**config.mk**
```make
export PLATFORM = sky130hd
export DESIGN_NAME = gain_sel_ctrl
export DESIGN_NICKNAME = d
export VERILOG_FILES = /design/src/rtl/gain_sel_ctrl.sv
export SDC_FILE = /design/constraint.sdc
export NUM_CORES = 1
export LEC_CHECK = 0
export CAP_MARGIN = 10
export CORE_ASPECT_RATIO = 1.25
export CORE_UTILIZATION = 25
export DETAILED_ROUTE_END_ITERATION = 16
export GPL_ROUTABILITY_DRIVEN = 0
export PLACE_DENSITY = 0.48
export RECOVER_POWER = 50
export SLEW_MARGIN = 20
export SYNTH_ARGS = -nofsm -noshare
export SYNTH_HDL_FRONTEND = slang
export SYNTH_SLANG_ARGS = --single-unit
```
**constraint.sdc**
```tcl
create_clock -name clk -period 3.1 [get_ports clk]
set_input_delay 0.62 -clock clk [delete_from_list [all_inputs] [get_ports clk]]
set_output_delay 0.62 -clock clk [all_outputs]
set_load 0.01 [all_outputs]
```
**src/rtl/gain_sel_ctrl.sv**
```systemverilog
// Per-sample x10/x1 gain selection ahead of the LiTE-DTU encoder, with a PRE-deep
// look-back delay line. Optional saturation statistics under GAIN_SEL_STATS_EN.
module gain_sel_ctrl #(
  parameter int              DW      = 12,
  parameter int              PRE     = 5,
  parameter logic [DW-1:0]   SAT_THR = DW'(12'hFFF)
) (
  input  logic          clk,
  input  logic          rst,
  input  logic [1:0]    calibration_busy,
  input  logic [1:0]    gain_sel_mode,
  input  logic [DW-1:0] data_g10,
  input  logic [DW-1:0] data_g01,
  output logic [DW-1:0] data_out,
  output logic          gain_flag,
  output logic          data_valid,
  output logic          win_active,
  output logic [15:0]   sat_count
);

  typedef enum logic [1:0] {CAL, FILL, RUN} state_t;

  localparam int FILL_W = 3;

  state_t              state, next_state;
  logic [FILL_W-1:0]   fill_cnt;
  logic [4:0]          win_cnt, win_nxt;
  logic [DW-1:0]       g10_dly [PRE];
  logic [DW-1:0]       g01_dly [PRE];
  logic                busy, sat_eff, sel_x1;

  assign busy = |calibration_busy;

  // Saturation only opens a window in RUN, in a windowed mode, and never while
  // calibration is being requested on the same edge.
  assign sat_eff    = (state == RUN) && !busy && !gain_sel_mode[1] && (data_g10 >= SAT_THR);
  assign sel_x1     = (gain_sel_mode == 2'b11) ||
                      (!gain_sel_mode[1] && (sat_eff || (win_cnt != 5'd0)));
  assign win_active = (win_cnt != 5'd0) || sat_eff;

  // NOTE: every signal written here gets a default first so no latch is inferred.
  always_comb begin
    next_state = state;
    win_nxt    = win_cnt;
    case (state)
      CAL:     if (!busy) next_state = FILL;
      FILL:    if (busy) next_state = CAL;
               else if (fill_cnt == FILL_W'(PRE - 1)) next_state = RUN;
      RUN:     if (busy) next_state = CAL;
      default: next_state = CAL;
    endcase

    if ((next_state == CAL) || gain_sel_mode[1]) win_nxt = 5'd0;
    else if (sat_eff)                            win_nxt = gain_sel_mode[0] ? 5'd15 : 5'd7;
    else if (win_cnt != 5'd0)                    win_nxt = win_cnt - 5'd1;
  end

  // NOTE: sequential state uses non-blocking assignments so all registers update
  // from the same pre-edge values.
  always_ff @(posedge clk) begin
    if (!rst) begin
      state      <= CAL;
      fill_cnt   <= '0;
      win_cnt    <= '0;
      data_out   <= '0;
      gain_flag  <= 1'b0;
      data_valid <= 1'b0;
      // NOTE: the delay lines are cleared on reset so no pre-reset sample can
      // ever reach the encoder.
      for (int i = 0; i < PRE; i++) begin
        g10_dly[i] <= '0;
        g01_dly[i] <= '0;
      end
    end else begin
      state    <= next_state;
      fill_cnt <= (state == FILL) ? fill_cnt + FILL_W'(1) : '0;
      win_cnt  <= win_nxt;

      g10_dly[0] <= data_g10;
      g01_dly[0] <= data_g01;
      for (int i = 1; i < PRE; i++) begin
        g10_dly[i] <= g10_dly[i-1];
        g01_dly[i] <= g01_dly[i-1];
      end

      // Outputs follow the state being entered, so calibration blanks them at once.
      if (next_state == CAL) begin
        data_out   <= '0;
        gain_flag  <= 1'b0;
        data_valid <= 1'b0;
      end else begin
        data_out   <= sel_x1 ? g01_dly[PRE-1] : g10_dly[PRE-1];
        gain_flag  <= sel_x1;
        data_valid <= (next_state == RUN);
      end
    end
  end

`ifdef GAIN_SEL_STATS_EN
  logic [15:0] sat_cnt;

  always_ff @(posedge clk) begin
    if (!rst)                                sat_cnt <= '0;
    else if (next_state == CAL)              sat_cnt <= '0;
    else if (sat_eff && (sat_cnt != 16'hFFFF)) sat_cnt <= sat_cnt + 16'd1;
  end

  assign sat_count = sat_cnt;
`else
  assign sat_count = 16'h0000;
`endif

endmodule

```
After elaboration in Yosys (flattened, before gate mapping):

Memories as Yosys holds them, arrays and structs flattened.
Index checks and enable logic that the tools add are counted.

* add/sub/neg operators: 2
* $lt $le $gt $ge: 1
* equality and inequality tests: 5
* multiplexer cells: 21
* bitwise logic cells: 11
* reductions and logical operators: 17

Operators with widths (number)
* $mux W12: 11
* $ge A12 B12 Y1 const B: 1
* $mux W5: 2
* $or A1 B1 Y1: 10
* $mux W2: 4
* $eq A2 B2 Y1 const B: 3
* $pmux W2 S3: 1
* $reduce_or A2 Y1: 3
* $reduce_bool A5 Y1: 1
* $sub A5 B1 Y5 const B: 1
* $logic_and A1 B1 Y1: 4
* $logic_not A2 Y1: 2
* $mux W4: 1
* $add A3 B1 Y3 const B: 1
* $eq A3 B3 Y1 const B: 1
* $logic_or A1 B1 Y1: 3
* $eq A2 B1 Y1 const B: 1
* $logic_not A1 Y1: 2
* $mux W1: 2
* $reduce_and A2 Y1: 1
* $reduce_bool A2 Y1: 1
* $not A1 Y1: 1

* register bits: 24
* RAM bits: 120
* bits of input ports: 30
* output and inout port bits: 31
* memories kept: 2

Memories
* g01_dly: depth 5, width 12, read ports 5, clocked after memory_dff 0, write ports 5, RTL line 29 `logic [DW-1:0] g01_dly [PRE];`
* g10_dly: depth 5, width 12, read ports 5, clocked after memory_dff 0, write ports 5, RTL line 28 `logic [DW-1:0] g10_dly [PRE];`

Longest topological paths before layout:

* word-level depth: 9
* gate-level depth with buffers: 8

Least setup slack after synthesis:

Ideal clock, no wire load.

* path type: input-to-output
* start: in data_g10[7]
* end: out win_active
* arrival time: 1.704 ns
* required time: 2.480 ns
* setup slack: 0.776 ns
* cell stages on the path: 4
* buffers on the path: 0
* path through: nand4_1 -> nor4_1 -> nand4_1 -> nand2b_1

* word-level cells in the longest chain between the ends: 3

Ends and longest elaborated chain
* start, declared: RTL line 12 `input logic [DW-1:0] data_g10,`
* $ge A12 B12 Y1: RTL line 36 `assign sat_eff = (state == RUN) && !busy && !gain_sel_mode[1] && (data_g10 >= SAT_THR);`
* $logic_and A1 B1 Y1: RTL line 36
* $logic_or A1 B1 Y1: RTL line 39 `assign win_active = (win_cnt != 5'd0) || sat_eff;`
* end, declared: RTL line 17 `output logic win_active,`

Every way passes these cells.

Worst setup path in the final report:

* start: in data_g10[8]
* end: out win_active

The elaborated chain is that of the path after synthesis.

==> metrics.txt <==
# TYPE chip_impl_metric gauge
chip_impl_metric{name="groute.usage.overall",unit="%"} 7.99
chip_impl_metric{name="post_route_setup_tns",unit="ns"} 0
chip_impl_metric{name="worst_pin_slew",unit="ns"} 1.61
chip_impl_metric{name="crit_required",unit="ns"} 2.48
chip_impl_metric{name="post-route-drc-count",unit=""} 0
chip_impl_metric{name="max-slew-margin-rel",unit="%"} -7.18
chip_impl_info{name="yosys.area.top_type",value="sky130_fd_sc_hd__dfxtp_1"} 1
chip_impl_info{name="path_common_cell",value="sky130_fd_sc_hd__nand4_1"} 1
chip_impl_metric{name="h-tree-depth",unit=""} 4
chip_impl_info{name="synthFlopType",value="sky130_fd_sc_hd__dfxtp_1"} 1
chip_impl_info{name="critical_path_class",value="in2out"} 1
chip_impl_metric{name="switching_power_of_the_nets",unit="µW"} 779
chip_impl_metric{name="pin_count_of_the_biggest_net_entering_global_routing",unit=""} 122
chip_impl_info{name="crit_start",value="data_g10[8]"} 1
chip_impl_metric{name="worst_path_arrival",unit="ns"} 2.04
chip_impl_info{name="critPathCaptureType",value="output port"} 1
chip_impl_metric{name="num-nets-final",unit=""} 472
chip_impl_metric{name="seq_power_share",unit="%"} 47.9
chip_impl_metric{name="post_synth_instance_area",unit="mm²"} 0.00442
chip_impl_metric{name="worst-r2r-cell-count",unit=""} 6
chip_impl_metric{name="clock_sink_count",unit=""} 144
chip_impl_metric{name="timing.critical_path.buf_inv",unit=""} 3
chip_impl_metric{name="route.detailed.wl_per_inst",unit="µm"} 9.63
chip_impl_info{name="worst_r2r_endpoint",value="gain_flag$_SDFF_PP0_"} 1
chip_impl_metric{name="layout_min_cycle_time",unit="ns"} 2.66
chip_impl_metric{name="via_count",unit=""} 2485
chip_impl_metric{name="finalCritPeriodShare",unit="%"} 85.9
chip_impl_metric{name="p_comb_share",unit="%"} 3.0
chip_impl_info{name="run_status",value="finished, violations left"} 1
chip_impl_info{name="clock_tree_from_tritoncts",value="done"} 1
chip_impl_metric{name="ys_async_sr_fraction",unit="%"} 0
chip_impl_info{name="root_buffer_cell",value="sky130_fd_sc_hd__clkbuf_16"} 1
chip_impl_metric{name="critical_path.max_stage_delay",unit="ns"} 0.47
chip_impl_metric{name="syn_avg_cell_area",unit="µm²"} 11.4
chip_impl_metric{name="grt_pass1_vias",unit=""} 2554
chip_impl_metric{name="drt_wl_total",unit="µm"} 6500
chip_impl_metric{name="area_delta_synth_final",unit="%"} 26.9
chip_impl_info{name="leading_cell_types_in_the_layout_fill_and_taps_excluded",value="144 x sky130_fd_sc_hd__dfxtp_1, 110 x sky130_fd_sc_hd__and2_1, 41 x sky130_fd_sc_hd__clkdlybuf4s50_1, 27 x sky130_fd_sc_hd__nand2_1, 17 x sky130_fd_sc_hd__clkbuf_16"} 1
chip_impl_metric{name="antenna_left",unit=""} 0
chip_impl_info{name="worstPathCellList",value="clkdlybuf4s50_1 -> nand4_1 -> nor4_2 -> buf_4 -> nand4_1 -> nand2b_1 -> dlymetal6s2s_1"} 1
chip_impl_metric{name="skew",unit="ns"} 0.00481
chip_impl_info{name="hold_class",value="reg2reg"} 1
chip_impl_metric{name="pin_count",unit=""} 61
chip_impl_metric{name="grt_pass1_wl",unit="µm"} 11000
chip_impl_metric{name="maxSlewViolCount",unit=""} 122
chip_impl_metric{name="die_y",unit="µm"} 151
chip_impl_metric{name="synth_warnings",unit=""} 0
chip_impl_metric{name="synth_edf_count",unit=""} 0
chip_impl_metric{name="number_of_cells_produced_by_synthesis",unit=""} 389
chip_impl_metric{name="cts_buffer_depth",unit=""} 2
chip_impl_metric{name="clk_pin_slew",unit="ns"} 0.06
chip_impl_info{name="critPathSlowestCell",value="sky130_fd_sc_hd__clkdlybuf4s50_1"} 1
chip_impl_metric{name="postLayoutCoreUtil",unit="%"} 32.3
chip_impl_metric{name="flop_to_flop_setup_slack",unit="ns"} 0.61
chip_impl_metric{name="crit_path_max_fanout",unit=""} 3
chip_impl_metric{name="via_per_inst",unit=""} 3.68
chip_impl_metric{name="share_of_final_layout_standard_cells_stronger_than_drive_strength_1",unit="%"} 9.31
chip_impl_info{name="final_common_cell",value="sky130_fd_sc_hd__dfxtp_1"} 1
chip_impl_info{name="rsz0062_at_grt",value="no"} 1
chip_impl_metric{name="synth_seq_cells",unit=""} 144
chip_impl_metric{name="design.die.area",unit="mm²"} 0.0182
chip_impl_info{name="crit-reg2reg-launch",value="win_cnt[0]$_SDFFE_PP0P_"} 1
chip_impl_metric{name="cts_made_buffers",unit=""} 17
chip_impl_metric{name="place_hpwl",unit="µm"} 4370
chip_impl_metric{name="finalPower",unit="mW"} 3.98
chip_impl_metric{name="vdd_ir_drop_max",unit="µV"} 257
chip_impl_metric{name="initial_antenna_violation_count",unit=""} 0
chip_impl_metric{name="core_region_area",unit="mm²"} 0.0174
chip_impl_metric{name="starting_density_of_the_core",unit="%"} 25.5
chip_impl_metric{name="detailedRoute.firstIterationViolations",unit=""} 106
chip_impl_metric{name="p_clk_share",unit="%"} 49.1
chip_impl_metric{name="post_cts.repair.setup_buffers",unit=""} 0
chip_impl_info{name="hold_path_startpoint",value="g10_dly[0][28]$_SDFF_PN0_"} 1
chip_impl_metric{name="leakagePower",unit="nW"} 2.27
chip_impl_metric{name="detailedRoute.firstPassIterationCount",unit=""} 4
chip_impl_info{name="synth_area_leaders",value="sky130_fd_sc_hd__dfxtp_1 65%, sky130_fd_sc_hd__and2_1 17%, sky130_fd_sc_hd__mux2i_1 2.7%, sky130_fd_sc_hd__buf_4 2.7%, sky130_fd_sc_hd__nand2_1 2.3%"} 1
chip_impl_metric{name="power.internal",unit="mW"} 3.20
chip_impl_metric{name="crit_path_cell_count",unit=""} 7
chip_impl_metric{name="min_delay_path_depth",unit=""} 1
chip_impl_metric{name="fmax",unit="MHz"} 376
chip_impl_metric{name="floorplan.rows",unit=""} 54
chip_impl_metric{name="setup-violations-final",unit=""} 0
chip_impl_metric{name="worstSkewPairLatency",unit="ns"} 0.41
chip_impl_metric{name="port_buffers",unit=""} 44
chip_impl_metric{name="netSwitchingFraction",unit="%"} 19.6
chip_impl_metric{name="gr-total-overflow",unit=""} 0
chip_impl_metric{name="synth-seq-area-share",unit="%"} 65.2
chip_impl_info{name="timing.hold.worst_endpoint",value="g10_dly[0][40]$_SDFF_PN0_"} 1
chip_impl_metric{name="synth_cell_type_count",unit=""} 32
chip_impl_info{name="violations",value="capacitance limit, slew limit"} 1
chip_impl_metric{name="maxCapViolations",unit=""} 1
chip_impl_metric{name="final_hold_viols",unit=""} 0
chip_impl_metric{name="count_of_antenna_diodes_in_the_layout",unit=""} 0
chip_impl_info{name="timing.critical_path.max_delay_family",value="buffers and inverters"} 1
chip_impl_metric{name="power_density",unit="mW/mm²"} 709
chip_impl_info{name="critical_path.startpoint_type",value="input port"} 1
chip_impl_metric{name="die_x",unit="µm"} 121
chip_impl_metric{name="synth_largest_type_area_fraction",unit="%"} 65.2
chip_impl_metric{name="hold_buffers",unit=""} 0
## worst max path at each step
stage	end	slack [ns]
floorplan	win_active	0.78
global placement	win_active	0.004
detailed placement	win_active	-0.008
CTS	win_active	0.005
global route	win_active	0.31
finish	win_active	0.44
## per-stage QoR
| step | instances | hold WS (ns) | setup WS, ns | cell area, µm² |
|---|---|---|---|---|
| final | 675 | 0.428 | 0.438 | 5610 |
| after global routing | 675 | 0.442 | 0.309 | 5610 |
| after CTS | 675 | 0.430 | 0.00514 | 5610 |
| after detailed placement | 643 | 0.418 | -0.00841 | 5020 |
| after global placement | 643 | 0.419 | 0.00369 | 5020 |
| after floorplan | 404 | 0.412 | 0.776 | 4480 |
## sequential cells by signal (all words and copies together) (netlist names)
signal / flops
gain_flag: 1
win_cnt: 5
g10_dly: 60
g01_dly: 60
fill_cnt: 3
state: 2
data_valid: 1
data_out: 12
## cell type report
type,count,area (µm²)
Tap cell,224,280
Inverter,5,18.8
Clock buffer,21,470
Timing Repair Buffer,48,465
Multi-Input combinational cell,222,1380
Clock inverter,11,113
Fill cell,1767,11800
Sequential cell,144,2880
## synth_stat cells (3+ instances only)
cell and instances:
sky130_fd_sc_hd__a21oi_1 5, sky130_fd_sc_hd__and2_1 121, sky130_fd_sc_hd__buf_4 16, sky130_fd_sc_hd__clkbuf_1 15, sky130_fd_sc_hd__dfxtp_1 144, sky130_fd_sc_hd__ha_1 4
sky130_fd_sc_hd__inv_1 5, sky130_fd_sc_hd__mux2i_1 12, sky130_fd_sc_hd__nand2_1 27, sky130_fd_sc_hd__nand4_1 3, sky130_fd_sc_hd__nor2_1 8, sky130_fd_sc_hd__nor3b_1 3
## metal layers
layer	GRT usage [%]	wire, µm	part of all wire, %	up-vias
li1	-	-	-	1275
met1	7.85	2850	44	1130
met2	13.2	3060	47	59
met3	3.18	350	5.4	21
met4	6.60	239	3.7	0
met5	0	0	0	-
## timing repair
| action | CTS | global route |
|---|---|---|
| pin swaps | 1 | 1 |
| endpoints found under the setup margin | 1 | 1 |
| resized for setup | 0 | 2 |
| hold endpoints to repair | 0 | 0 |
## power groups by stage
stage               Sequential, mW  Combinational, mW  Clock, mW
global placement              1.95              0.120          0
CTS                           1.91              0.122       2.01
detailed placement            1.95              0.122          0
floorplan                     1.94             0.0859          0
global route                  1.91              0.134       2.09
finish                        1.91              0.119       1.95
## cells by family (layout without fill, tap and decap cells)
logic type               count (synthesis)  after routing  synth area share [%]
AO/OA/AOI/OAI                            9              9                  1.67
XOR/XNOR                                 3              3                 0.594
adder cells (fa/ha/maj)                  4              4                  1.13
buffers and inverters                   38             85                  4.98
flip-flops                             144            144                  65.2
multiplexers                            13             13                  3.06
other                                    1             16                0.0848
AND/OR/NAND/NOR                        177            177                  23.3
Note: power is estimated with default switching activity, not from simulation.
